==> src/rtl/menu_input_pkg.sv <==
// Shared constants for the Pong pause-menu control path.
// Cursor encodings are also used by main_fsm and the menu renderers.
package menu_input_pkg;

    localparam logic MENU_CONTINUE = 1'b0;
    localparam logic MENU_RESTART  = 1'b1;

    localparam int DEBOUNCE_CYCLES_DEFAULT = 16;

    typedef struct packed {
        logic level;
        logic rise;
    } chan_t;

endpackage

==> src/rtl/menu_input_if.sv <==
// Joystick/menu bundle between the board pins, menu_input and main_fsm.
// master drives raw contacts and menu_active; slave is menu_input.
interface menu_input_if;

    logic button_raw;
    logic up_raw;
    logic down_raw;
    logic menu_active;
    logic enter;
    logic enter_pulse;
    logic value;

    modport master (
        output button_raw, up_raw, down_raw, menu_active,
        input  enter, enter_pulse, value
    );

    modport slave (
        input  button_raw, up_raw, down_raw, menu_active,
        output enter, enter_pulse, value
    );

endinterface

==> src/rtl/menu_input_debouncer.sv <==
// One joystick contact: 2-flop synchroniser, stability counter,
// debounced level and a registered rising-edge flag.
module input_debouncer #(
    parameter int DEBOUNCE_CYCLES = 16
) (
    input  logic clock,
    input  logic reset,
    input  logic raw,
    output logic level,
    output logic rise
);

    localparam int CW = $clog2(DEBOUNCE_CYCLES);
    localparam logic [CW-1:0] LAST = CW'(DEBOUNCE_CYCLES - 1);

    logic          r_s1;
    logic          r_s2;
    logic          r_st;
    logic          r_rise;
    logic [CW-1:0] r_cnt;
    logic          w_accept;

    // Enough consecutive disagreeing samples to accept the new level
    assign w_accept = (r_s2 != r_st) && (r_cnt == LAST);

    always_ff @(posedge clock) begin
        if (!reset) begin
            r_s1   <= 1'b0;
            r_s2   <= 1'b0;
            r_st   <= 1'b0;
            r_rise <= 1'b0;
            r_cnt  <= '0;
        end else begin
            r_s1   <= raw;
            r_s2   <= r_s1;
            r_rise <= w_accept & r_s2;
            if (r_s2 == r_st) begin
                r_cnt <= '0;
            end else if (w_accept) begin
                r_st  <= r_s2;
                r_cnt <= '0;
            end else begin
                r_cnt <= r_cnt + CW'(1);
            end
        end
    end

    assign level = r_st;
    assign rise  = r_rise;

endmodule

==> src/rtl/menu_input.sv <==
// Joystick front-end: debounced enter level/pulse and the
// Continue/Restart cursor sampled by main_fsm in PAUSE.
module menu_input
    import menu_input_pkg::*;
#(
    parameter int DEBOUNCE_CYCLES = DEBOUNCE_CYCLES_DEFAULT
) (
    input  logic          clock,
    input  logic          reset,
    menu_input_if.slave   bus
);

    chan_t w_btn;
    chan_t w_up;
    chan_t w_dn;
    logic  r_menu_d;
    logic  r_value;
    logic  w_value_nxt;

    input_debouncer #(.DEBOUNCE_CYCLES(DEBOUNCE_CYCLES)) u_btn (
        .clock (clock),
        .reset (reset),
        .raw   (bus.button_raw),
        .level (w_btn.level),
        .rise  (w_btn.rise)
    );

    input_debouncer #(.DEBOUNCE_CYCLES(DEBOUNCE_CYCLES)) u_up (
        .clock (clock),
        .reset (reset),
        .raw   (bus.up_raw),
        .level (w_up.level),
        .rise  (w_up.rise)
    );

    input_debouncer #(.DEBOUNCE_CYCLES(DEBOUNCE_CYCLES)) u_dn (
        .clock (clock),
        .reset (reset),
        .raw   (bus.down_raw),
        .level (w_dn.level),
        .rise  (w_dn.rise)
    );

    // Selection is frozen while enter is held so main_fsm sees a stable choice
    always_comb begin
        w_value_nxt = r_value;
        if (!bus.menu_active || !r_menu_d) begin
            w_value_nxt = MENU_CONTINUE;
        end else if (w_btn.level) begin
            w_value_nxt = r_value;
        end else if (w_up.rise && w_dn.rise) begin
            w_value_nxt = r_value;
        end else if (w_dn.rise) begin
            w_value_nxt = MENU_RESTART;
        end else if (w_up.rise) begin
            w_value_nxt = MENU_CONTINUE;
        end
    end

    always_ff @(posedge clock) begin
        if (!reset) begin
            r_menu_d <= 1'b0;
            r_value  <= MENU_CONTINUE;
        end else begin
            r_menu_d <= bus.menu_active;
            r_value  <= w_value_nxt;
        end
    end

    assign bus.enter       = w_btn.level;
    assign bus.enter_pulse = w_btn.rise;
    assign bus.value       = r_value;

endmodule

==> src/flat_wrapper.sv <==
// flat-port wrapper written by rule: the top's interface ports become plain ports
module menu_input_flat import menu_input_pkg::*;
#(
    parameter int DEBOUNCE_CYCLES = DEBOUNCE_CYCLES_DEFAULT
)
  (clock, reset, bus_button_raw, bus_up_raw, bus_down_raw, bus_menu_active, bus_enter, bus_enter_pulse, bus_value);
  menu_input_if bus_i ();
  input  logic clock;
  input  logic reset;
  input wire logic [$bits(bus_i.button_raw)-1:0] bus_button_raw;
  input wire logic [$bits(bus_i.up_raw)-1:0] bus_up_raw;
  input wire logic [$bits(bus_i.down_raw)-1:0] bus_down_raw;
  input wire logic [$bits(bus_i.menu_active)-1:0] bus_menu_active;
  output wire logic [$bits(bus_i.enter)-1:0] bus_enter;
  output wire logic [$bits(bus_i.enter_pulse)-1:0] bus_enter_pulse;
  output wire logic [$bits(bus_i.value)-1:0] bus_value;
  assign bus_i.button_raw = bus_button_raw;
  assign bus_i.up_raw = bus_up_raw;
  assign bus_i.down_raw = bus_down_raw;
  assign bus_i.menu_active = bus_menu_active;
  assign bus_enter = bus_i.enter;
  assign bus_enter_pulse = bus_i.enter_pulse;
  assign bus_value = bus_i.value;
  menu_input #(.DEBOUNCE_CYCLES(DEBOUNCE_CYCLES)) u_core (.clock(clock), .reset(reset), .bus(bus_i));
endmodule
==> config.mk <==
export PLATFORM = sky130hd
export DESIGN_NAME = menu_input_flat
export DESIGN_NICKNAME = d
export VERILOG_FILES = /design/src/rtl/menu_input_pkg.sv /design/src/rtl/menu_input_if.sv /design/src/rtl/menu_input_debouncer.sv /design/src/rtl/menu_input.sv /design/src/flat_wrapper.sv
export SDC_FILE = /design/constraint.sdc
export NUM_CORES = 1
export LEC_CHECK = 0
export ABC_CLOCK_PERIOD_IN_PS = 2700
export BUFFER_PORTS_ARGS = -buffer_cell sky130_fd_sc_hd__buf_2
export CAP_MARGIN = 20
export CORE_UTILIZATION = 58
export CTS_BUF_LIST = sky130_fd_sc_hd__clkbuf_8 sky130_fd_sc_hd__clkbuf_16
export CTS_CLUSTER_DIAMETER = 30
export DETAILED_ROUTE_END_ITERATION = 8
export GPL_ROUTABILITY_DRIVEN = 0
export MAX_ROUTING_LAYER = met4
export PLACE_DENSITY = 0.77
export SLEW_MARGIN = 10
export SYNTH_ARGS = -nofsm -noshare
export SYNTH_HDL_FRONTEND = slang
export SYNTH_HIERARCHICAL = 1
export SYNTH_SLANG_ARGS = --single-unit
==> constraint.sdc <==
create_clock -name clock -period 2.7 [get_ports clock]
set_input_delay 0.135 -clock clock [delete_from_list [all_inputs] [get_ports clock]]
set_output_delay 0.135 -clock clock [all_outputs]
set_load 0.005 [all_outputs]
# Word level (Yosys, flattened, before mapping)
# Index checks and enable logic that the tools add are counted.
# op_classes
bitwise_logic	9
n_mux	2
reduce_logical	16
n_eq_ne	9
add_sub_neg	3
# op_table
operator	n
$add A4 B1 Y4 const B	3
$eq A4 B4 Y1 const B	3
$reduce_or A3 Y1	3
$not A1 Y1	6
$reduce_and A2 Y1	3
$logic_and A1 B1 Y1	4
$and A1 B1 Y1	3
$eq A1 B1 Y1	3
$ne A1 B1 Y1	3
$reduce_and A3 Y1	1
$logic_not A1 Y1	2
$mux W1	2
$reduce_bool A2 Y1	1
$reduce_or A2 Y1	1
$logic_or A1 B1 Y1	1
# totals
in_bits	6
wordCells	56
regBits	26
output_inout_bits	3

# Depth between registers and ports, before layout
# Gate-level depths: netlist of the first run.
# logic_depth
depth_word	3
mapped_depth	4
mapped_depth_nobuf	4

# Cells and area by module
# The synthesis of the first run kept the hierarchy.
# by_module_without_submodules
mod	seq_area_each_um2	cells_each	area_each_um2	instances
input_debouncer	160.2	26	275.3	3
menu_input	40.0	9	75.1	1

# Worst setup path before layout of the first run
# No wires, ideal clock.
# synth_timing
path_kind	register to register
startpoint	register u_core.u_btn.r_cnt[0]
endpoint	register u_core.u_btn.r_st (netlist: u_core/u_btn/level)
path_buffers	0
slack_ns	1.691
arrival_time_ns	0.893
period_less_slack_ns	1.009
t_required_ns	2.584
setup_ns	0.116
path_stages_with_launch	5
path_cell_list	dfxtp_1 -> ha_1 -> nand3_1 -> mux2i_1 -> nor2b_1
# synth_via
elab_chain_len	3
# synth_rtl
element	line	source
start, declared	menu_input_debouncer.sv:20	logic [CW-1:0] r_cnt;
start signal, assigned	menu_input_debouncer.sv:43	r_cnt <= r_cnt + CW'(1);
$eq A4 B4 Y1	menu_input_debouncer.sv:24	assign w_accept = (r_s2 != r_st) && (r_cnt == LAST);
$logic_and A1 B1 Y1	menu_input_debouncer.sv:24	
$reduce_and A2 Y1 (no line)	--	
end signal, assigned	menu_input_debouncer.sv:40	r_st <= r_s2;
end, declared	menu_input_debouncer.sv:18	logic r_st;
# No other way between the ends.
# A chain may end at the register's enable or synchronous reset.

# Worst setup path after layout of the first run
# layout_timing
startpoint	register u_core.u_dn.r_cnt[0]
endpoint	register u_core.u_dn.r_st (netlist: u_core/u_dn/level)
# layout_via
elab_chain_len	3
# layout_rtl
element	line
start, declared	menu_input_debouncer.sv:20
start signal, assigned	menu_input_debouncer.sv:43
$eq A4 B4 Y1	menu_input_debouncer.sv:24
$logic_and A1 B1 Y1	menu_input_debouncer.sv:24
$reduce_and A2 Y1 (no line)	--
end signal, assigned	menu_input_debouncer.sv:40
end, declared	menu_input_debouncer.sv:18
# No other way between the ends.

==> results of run 1 <==
[logic make-up after synthesis]
group,Yosys count,share of synthesized area [%]
mux,3,3.33
flops,26,57.8
fa+ha+maj,3,4.17
compound gates,3,1.67
xor+xnor,9,8.75
simple gates,39,22.6
buf+inv,4,1.67
[cells in the final DEF (no fill, tap or decap)]
master                      Yosys  final
sky130_fd_sc_hd__a21oi_1        1      1
sky130_fd_sc_hd__and2_1         6      6
sky130_fd_sc_hd__and2_4         1      1
sky130_fd_sc_hd__buf_2          0      8
sky130_fd_sc_hd__bufinv_16      0      1
sky130_fd_sc_hd__clkbuf_8       0      3
sky130_fd_sc_hd__dfxtp_1       26     26
sky130_fd_sc_hd__ha_1           3      3
sky130_fd_sc_hd__inv_1          4      4
sky130_fd_sc_hd__mux2i_1        3      3
sky130_fd_sc_hd__nand2_1        4      4
sky130_fd_sc_hd__nand3_1        6      6
sky130_fd_sc_hd__nand3_2        3      3
sky130_fd_sc_hd__nor2_1        13     13
sky130_fd_sc_hd__nor2b_1        3      3
sky130_fd_sc_hd__nor3_1         3      3
sky130_fd_sc_hd__o21ai_0        1      1
sky130_fd_sc_hd__o21ai_1        1      1
sky130_fd_sc_hd__xnor2_1        3      3
sky130_fd_sc_hd__xor2_1         6      6
[layer usage]
metal / vias up / GRT usage [%]
met4: 0 / 9.68
met5: - / -
li1: 305 / -
met1: 249 / 18.9
met2: 7 / 23.1
met3: 2 / 2.61
[worst max-delay path by stage]
stage / start / end / slack [ns] / cells after the start
3_3_place_gp: u_core/u_btn/r_cnt[0] / u_core/u_btn/level / 1.64 / 4
2_1_floorplan: u_core/u_btn/r_cnt[0] / u_core/u_btn/level / 1.69 / 4
6_report: u_core/u_dn/r_cnt[0] / u_core/u_dn/level / 1.60 / 4
4_1_cts: u_core/u_dn/r_cnt[0] / u_core/u_dn/level / 1.59 / 4
5_1_grt: u_core/u_dn/r_cnt[0] / u_core/u_dn/level / 1.53 / 4
3_5_place_dp: u_core/u_dn/r_cnt[0] / u_core/u_dn/level / 1.63 / 4
[power by group]
group          internal, mW  switching, mW  leakage [nW]  total [mW]
sequential            0.389        0.00300         0.211       0.392
combinational       0.00857        0.00821         0.190      0.0168
clock                 0.198          0.110        0.0357       0.308
total                 0.596          0.121         0.437       0.717
[synth_stat cells, drive strengths merged (3+ instances only)]
library cell / instances
nand2: 4
nor2b: 3
inv: 4
dfxtp: 26
nor2: 13
nand3: 9
mux2i: 3
xor2: 6
nor3: 3
xnor2: 3
and2: 7
ha: 3
[area by class of cell]
cell class / instances / area (µm²) / area share [%]
clock buffer: 3 / 41.3 / 4.00
clock inverter: 1 / 30.0 / 2.91
inverter: 4 / 15.0 / 1.46
multi-input combinational: 57 / 365 / 35.4
sequential: 26 / 520 / 50.5
tap: 15 / 18.8 / 1.82
timing repair buffer: 8 / 40.0 / 3.88
==> impl_metrics.prom, run 1 <==
# TYPE chip_impl_metric gauge
chip_impl_info{name="outcome",value="finished, final reports clean"} 1
chip_impl_metric{name="routed_wl",unit="µm"} 1150
chip_impl_info{name="hold_path.startpoint",value="bus_down_raw"} 1
chip_impl_metric{name="hpwl",unit="µm"} 815
chip_impl_metric{name="total_power",unit="mW"} 0.717
chip_impl_metric{name="async_flop_share",unit="%"} 0
chip_impl_metric{name="r2r_slack",unit="ns"} 1.60
chip_impl_metric{name="worst_ep_required_time",unit="ns"} 2.86
chip_impl_info{name="clk_root_buffer_cell",value="sky130_fd_sc_hd__clkbuf_8"} 1
chip_impl_metric{name="die-area",unit="mm²"} 0.00171
chip_impl_metric{name="max_cap_viol_count",unit=""} 0
chip_impl_metric{name="worstMarginPinSlew",unit="ns"} 0.271
chip_impl_metric{name="cts_repair_resize_count",unit=""} 0
chip_impl_metric{name="clockBufferDepth",unit=""} 2
chip_impl_info{name="timing_worst_setup_path_type",value="flop to flop"} 1
chip_impl_info{name="worst_min_path_class",value="input port to flop"} 1
chip_impl_metric{name="nNetsFinal",unit=""} 109
chip_impl_info{name="grt_setup_unrepaired",value="false"} 1
chip_impl_metric{name="met2_length",unit="µm"} 529
chip_impl_metric{name="min_period",unit="ns"} 1.10
chip_impl_metric{name="ant_nets",unit=""} 0
chip_impl_info{name="timing.critical_path.max_delay_family",value="flip-flops"} 1
chip_impl_metric{name="synthesis.yosys.warnings",unit=""} 6
chip_impl_metric{name="largest_net_degree_at_the_start_of_global_routing",unit=""} 17
chip_impl_metric{name="p_leak",unit="nW"} 0.437
chip_impl_metric{name="netlist.area_leader.share",unit="%"} 57.8
chip_impl_metric{name="core_rows",unit=""} 13
chip_impl_metric{name="drive_gt1_share",unit="%"} 16.2
chip_impl_metric{name="irDropWorstVdd",unit="µV"} 482
chip_impl_metric{name="n_antenna_cell",unit=""} 0
chip_impl_metric{name="core_area",unit="mm²"} 0.00137
chip_impl_metric{name="via_count",unit=""} 563
chip_impl_metric{name="maxSlewViolCount",unit=""} 0
chip_impl_info{name="ff_to_ff_end",value="u_core/u_dn/level"} 1
chip_impl_info{name="timing.critical_path.from_type",value="flop"} 1
chip_impl_metric{name="clkLatencyLatePin",unit="ns"} 0.26
chip_impl_metric{name="synthCells",unit=""} 87
chip_impl_metric{name="setup_total_negative_slack",unit="ns"} 0
chip_impl_info{name="dr.max_layer_used",value="met4"} 1
chip_impl_metric{name="initial_core_util",unit="%"} 65.9
chip_impl_metric{name="non_filler_instance_count_after_layout",unit=""} 114
chip_impl_metric{name="cp_max_fo",unit=""} 3
chip_impl_info{name="synth_top_area_cell",value="sky130_fd_sc_hd__dfxtp_1"} 1
chip_impl_metric{name="clock-sinks",unit=""} 26
chip_impl_metric{name="fin_hold_ws",unit="ns"} 0.0725
chip_impl_metric{name="synth_edf_count",unit=""} 0
chip_impl_metric{name="met1Wirelength",unit="µm"} 572
chip_impl_metric{name="grt.total_usage",unit="%"} 15.3
chip_impl_metric{name="seq_area_frac_synth",unit="%"} 57.8
chip_impl_info{name="crit_path_cell_trace",value="ha_1, nand3_1, mux2i_1, nor2b_1"} 1
chip_impl_metric{name="final_design_area_no_fill",unit="mm²"} 0.00103
chip_impl_metric{name="avgViaCountPerCell",unit=""} 4.94
chip_impl_metric{name="holdBufCountCts",unit=""} 0
chip_impl_metric{name="synth_cell_type_count",unit=""} 17
chip_impl_info{name="synth.top_cells.by_area",value="sky130_fd_sc_hd__dfxtp_1 (58%), sky130_fd_sc_hd__xor2_1 (5.8%), sky130_fd_sc_hd__nor2_1 (5.4%)"} 1
chip_impl_info{name="reg.largest.list",value="u_core/u_btn/r_cnt x4, u_core/u_dn/r_cnt x4, u_core/u_up/r_cnt x4"} 1
chip_impl_metric{name="place.detailed.instances",unit=""} 110
chip_impl_metric{name="dpl-instance-area",unit="µm²"} 960
chip_impl_info{name="synthFlopType",value="sky130_fd_sc_hd__dfxtp_1"} 1
chip_impl_metric{name="worst_path_largest_cell_delay",unit="ns"} 0.33
chip_impl_metric{name="grt_antenna_before_repair",unit=""} 0
chip_impl_metric{name="hold_depth",unit=""} 2
chip_impl_metric{name="finalSetupViolCount",unit=""} 0
chip_impl_metric{name="htree_levels",unit=""} 1
chip_impl_metric{name="final_hold_viol_count",unit=""} 0
chip_impl_metric{name="clkTransAtPathRegs",unit="ns"} 0.08
chip_impl_metric{name="slew_headroom",unit="%"} 81.9
chip_impl_metric{name="grt_overflow_total",unit=""} 0
chip_impl_metric{name="layout.core_utilization",unit="%"} 75.5
chip_impl_metric{name="worst-path-buf-inv",unit=""} 0
chip_impl_metric{name="timing.final.ws_setup",unit="ns"} 1.60
chip_impl_metric{name="detail_route.first_pass.iterations",unit=""} 3
chip_impl_metric{name="met3RoutedLength",unit="µm"} 28
chip_impl_metric{name="routed_wire_length_per_instance",unit="µm"} 10.1
chip_impl_metric{name="detailedPlace.worstSlack",unit="ns"} 1.63
chip_impl_metric{name="first_pass_grt_wire_length",unit="µm"} 1950
chip_impl_metric{name="timing.clock.skew",unit="ns"} 0.00484
chip_impl_info{name="crit_path_top_delay_cell",value="sky130_fd_sc_hd__dfxtp_1"} 1
chip_impl_metric{name="power.density_cell_area",unit="mW/mm²"} 696
chip_impl_metric{name="die_h",unit="µm"} 41.4
chip_impl_metric{name="yosys_register_bits",unit=""} 26
chip_impl_info{name="tritoncts",value="done"} 1
chip_impl_info{name="critical_path.reg2reg.startpoint",value="u_core/u_dn/r_cnt[0]"} 1
chip_impl_info{name="type_of_destination_of_the_critical_path",value="flop"} 1
chip_impl_metric{name="placement.io_buffers",unit=""} 8
chip_impl_metric{name="syn-cell-area",unit="µm²"} 901
chip_impl_metric{name="worstRegToRegCells",unit=""} 4
chip_impl_info{name="hold_end",value="u_core/u_dn/r_s1"} 1
chip_impl_metric{name="detail_route.drc_violations",unit=""} 0
chip_impl_metric{name="clock.fmax",unit="MHz"} 909
chip_impl_metric{name="ios",unit=""} 9
chip_impl_metric{name="post_cts.repair.setup_buffers",unit=""} 0
chip_impl_metric{name="tritoncts.num_buffers",unit=""} 3
chip_impl_metric{name="vias_in_the_first_global_route",unit=""} 505
chip_impl_metric{name="synth.net_count",unit=""} 96
chip_impl_metric{name="nFillCells",unit=""} 98
chip_impl_metric{name="finalCritPeriodShare",unit="%"} 40.7
chip_impl_metric{name="drt-initial-drc-count",unit=""} 9
chip_impl_metric{name="chipWidth",unit="µm"} 41.4
chip_impl_metric{name="syn-mean-instance-area",unit="µm²"} 10.4
chip_impl_metric{name="area_growth",unit="%"} 14.4
chip_impl_metric{name="crit_arrival",unit="ns"} 1.26
(Power assumes the default switching activity.)
==> run 2, diff against run 1 <==
--- a/config.mk
+++ b/config.mk
@@ -5,16 +5,17 @@
 export SDC_FILE = /design/constraint.sdc
 export NUM_CORES = 1
 export LEC_CHECK = 0
-export ABC_CLOCK_PERIOD_IN_PS = 2700
+export ABC_CLOCK_PERIOD_IN_PS = 1000
 export BUFFER_PORTS_ARGS = -buffer_cell sky130_fd_sc_hd__buf_2
 export CAP_MARGIN = 20
-export CORE_UTILIZATION = 58
+export CORE_ASPECT_RATIO = 1.25
+export CORE_UTILIZATION = 49
 export CTS_BUF_LIST = sky130_fd_sc_hd__clkbuf_8 sky130_fd_sc_hd__clkbuf_16
 export CTS_CLUSTER_DIAMETER = 30
 export DETAILED_ROUTE_END_ITERATION = 8
 export GPL_ROUTABILITY_DRIVEN = 0
 export MAX_ROUTING_LAYER = met4
-export PLACE_DENSITY = 0.77
+export PLACE_DENSITY = 0.69
 export SLEW_MARGIN = 10
 export SYNTH_ARGS = -nofsm -noshare
 export SYNTH_HDL_FRONTEND = slang
==> constraint.sdc (replaced) <==
create_clock -name clock -period 1 [get_ports clock]
set_input_delay 0.05 -clock clock [delete_from_list [all_inputs] [get_ports clock]]
set_output_delay 0.05 -clock clock [all_outputs]
set_load 0.005 [all_outputs]
==> impl_metrics.prom, run 2 (synthesis gave the netlist of run 1 again) <==
# TYPE chip_impl_metric gauge
chip_impl_info{name="timing_worst_setup_path_type",value="flop to flop"} 1
chip_impl_metric{name="irDropWorstVdd",unit="µV"} 1080
chip_impl_metric{name="total_power",unit="mW"} 1.78
chip_impl_info{name="mostFrequentLayoutCell",value="sky130_fd_sc_hd__dfxtp_1"} 1
chip_impl_metric{name="met3RoutedLength",unit="µm"} 46
chip_impl_metric{name="clock-sinks",unit=""} 26
chip_impl_metric{name="chipWidth",unit="µm"} 40.4
chip_impl_info{name="outcome",value="finished, final reports clean"} 1
chip_impl_info{name="most-common-layout-cells",value="sky130_fd_sc_hd__dfxtp_1 (21), sky130_fd_sc_hd__nor2_1 (13), sky130_fd_sc_hd__buf_2 (8)"} 1
chip_impl_metric{name="timing.clock.skew",unit="ns"} 0.00229
chip_impl_metric{name="first_pass_grt_wire_length",unit="µm"} 2110
chip_impl_metric{name="grt.total_usage",unit="%"} 16.2
chip_impl_metric{name="finalCritPeriodShare",unit="%"} 93.9
chip_impl_metric{name="setup_total_negative_slack",unit="ns"} 0
chip_impl_metric{name="met1Wirelength",unit="µm"} 597
chip_impl_info{name="hold_path.startpoint",value="reset"} 1
chip_impl_metric{name="drt-initial-drc-count",unit=""} 1
chip_impl_info{name="worst_min_path_class",value="input port to flop"} 1
chip_impl_metric{name="area_growth",unit="%"} 29.6
chip_impl_metric{name="min_period",unit="ns"} 0.939
chip_impl_info{name="timing.critical_path.from_type",value="flop"} 1
chip_impl_metric{name="grt_antenna_before_repair",unit=""} 0
chip_impl_metric{name="fin_hold_ws",unit="ns"} 0.128
chip_impl_metric{name="p_leak",unit="nW"} 0.469
chip_impl_metric{name="non_filler_instance_count_after_layout",unit=""} 126
chip_impl_metric{name="n_antenna_cell",unit=""} 0
chip_impl_info{name="hold_end",value="u_core/u_btn/rise"} 1
chip_impl_metric{name="detail_route.first_pass.iterations",unit=""} 2
chip_impl_metric{name="met2_length",unit="µm"} 642
chip_impl_metric{name="power.density_cell_area",unit="mW/mm²"} 1530
chip_impl_metric{name="hold_depth",unit=""} 3
chip_impl_metric{name="initial_core_util",unit="%"} 54.9
chip_impl_metric{name="worstMarginPinSlew",unit="ns"} 0.235
chip_impl_metric{name="tritoncts.num_buffers",unit=""} 3
chip_impl_metric{name="multi_input_logic_area",unit="µm²"} 430
chip_impl_metric{name="die_h",unit="µm"} 49.9
chip_impl_metric{name="routed_wire_length_per_instance",unit="µm"} 10.5
chip_impl_metric{name="ant_nets",unit=""} 0
chip_impl_metric{name="hpwl",unit="µm"} 885
chip_impl_metric{name="clockBufferDepth",unit=""} 2
chip_impl_metric{name="routed_wl",unit="µm"} 1320
chip_impl_metric{name="cp_max_fo",unit=""} 2
chip_impl_metric{name="ios",unit=""} 9
chip_impl_info{name="dr.max_layer_used",value="met4"} 1
chip_impl_info{name="reg.largest.list",value="u_core/u_btn/r_cnt x4, u_core/u_dn/r_cnt x4, u_core/u_up/r_cnt x4"} 1
chip_impl_metric{name="avgViaCountPerCell",unit=""} 4.86
chip_impl_metric{name="die-area",unit="mm²"} 0.00202
chip_impl_metric{name="final_hold_viol_count",unit=""} 0
chip_impl_metric{name="crit_arrival",unit="ns"} 1.11
chip_impl_metric{name="drive_gt1_share",unit="%"} 30.6
chip_impl_info{name="type_of_destination_of_the_critical_path",value="flop"} 1
chip_impl_info{name="ff_to_ff_end",value="u_core/u_up/r_cnt[2]"} 1
chip_impl_metric{name="clkTransAtPathRegs",unit="ns"} 0.08
chip_impl_metric{name="core_area",unit="mm²"} 0.00164
chip_impl_metric{name="slew_headroom",unit="%"} 84.3
chip_impl_metric{name="htree_levels",unit=""} 1
chip_impl_metric{name="r2r_slack",unit="ns"} 0.06
chip_impl_metric{name="via_count",unit=""} 612
chip_impl_info{name="tritoncts",value="done"} 1
chip_impl_info{name="grt_setup_unrepaired",value="false"} 1
chip_impl_metric{name="layout.area.seq",unit="µm²"} 527
chip_impl_metric{name="worst_ep_required_time",unit="ns"} 1.17
chip_impl_metric{name="worstRegToRegCells",unit=""} 4
chip_impl_metric{name="nNetsFinal",unit=""} 118
chip_impl_metric{name="place.detailed.instances",unit=""} 117
chip_impl_metric{name="clock.fmax",unit="MHz"} 1060
chip_impl_info{name="clk_root_buffer_cell",value="sky130_fd_sc_hd__clkbuf_8"} 1
chip_impl_metric{name="largest_net_degree_at_the_start_of_global_routing",unit=""} 17
chip_impl_info{name="critical_path.reg2reg.startpoint",value="u_core/u_up/r_cnt[0]"} 1
chip_impl_metric{name="maxSlewViolCount",unit=""} 0
chip_impl_metric{name="vias_in_the_first_global_route",unit=""} 554
chip_impl_metric{name="finalSetupViolCount",unit=""} 0
chip_impl_metric{name="core_rows",unit=""} 16
chip_impl_metric{name="detail_route.drc_violations",unit=""} 0
chip_impl_metric{name="nFillCells",unit=""} 131
chip_impl_metric{name="placement.io_buffers",unit=""} 8
chip_impl_metric{name="clkLatencyLatePin",unit="ns"} 0.27
chip_impl_metric{name="grt_overflow_total",unit=""} 0
chip_impl_metric{name="max_cap_viol_count",unit=""} 0
run 2: cell count changes in the layout (fill, tap and decap cells not counted), moves of 2 or more:
cell,change
sky130_fd_sc_hd__buf_4,+5
sky130_fd_sc_hd__dfxtp_1,-5
sky130_fd_sc_hd__dfxtp_2,+5
sky130_fd_sc_hd__dlygate4sd3_1,+4
sky130_fd_sc_hd__ha_1,-3
sky130_fd_sc_hd__ha_4,+2
sky130_fd_sc_hd__nand3_1,-3
sky130_fd_sc_hd__nand3_4,+2
run 2: power breakdown:
group | switching, mW | internal [mW] | leakage [nW]
clock network | 0.306 | 0.352 | 0.0288
logic | 0.0251 | 0.0381 | 0.226
registers | 0.00902 | 1.05 | 0.214
total | 0.340 | 1.44 | 0.469
run 2: final cells by class:
class	count	share of cell area, %
clock buffer	4	4.72
inverter	4	1.29
multi-input combinational	57	36.9
sequential	26	45.1
tap	18	1.93
timing repair buffer	17	10.1
run 2: through the flow:
step	area, µm²	utilization, %	worst slack, ns
6_report	1170	71.1	0.0609
5_1_grt	1170	71.1	0.00299
4_1_cts	1110	67.5	0.000847
3_5_place_dp	1010	61.4	-0.0368
3_3_place_gp	1010	61.4	0.0178
2_1_floorplan	916	-	0.0356
run 2: routing by layer:
metal  global-route usage, %  vias to the layer above
li1                        -                      320
met1                    17.8                      277
met2                    24.1                       11
met3                    4.05                        4
met4                    11.7                        0
met5                       -                        -
run 2: critical path, stage by stage, from the launching register on:
cell,delay [ns]
sky130_fd_sc_hd__dfxtp_1,0.32
sky130_fd_sc_hd__ha_2,0.19
sky130_fd_sc_hd__buf_4,0.14
sky130_fd_sc_hd__xnor2_2,0.14
sky130_fd_sc_hd__nor2_1,0.06
run 2: worst max-delay path by stage:
stage                     startpoint                   end  slack, ns  cells after the start
6_report        u_core/u_up/r_cnt[0]  u_core/u_up/r_cnt[2]       0.06                      4
4_1_cts         u_core/u_dn/r_cnt[1]     u_core/u_dn/level     0.0008                      4
2_1_floorplan  u_core/u_btn/r_cnt[0]    u_core/u_btn/level       0.04                      4
3_5_place_dp    u_core/u_dn/r_cnt[0]     u_core/u_dn/level      -0.04                      4
3_3_place_gp    u_core/u_dn/r_cnt[0]     u_core/u_dn/level       0.02                      4
5_1_grt         u_core/u_up/r_cnt[0]     u_core/u_up/level      0.003                      4
run 2: repair_timing:
action                                  CTS  global route
endpoints found under the setup margin    2             8
hold endpoints to repair                  4             0
resized for setup                         2            11
buffers inserted                          0             1
gates cloned                              0             0
hold buffers                              4             0
pin swaps                                 2             2
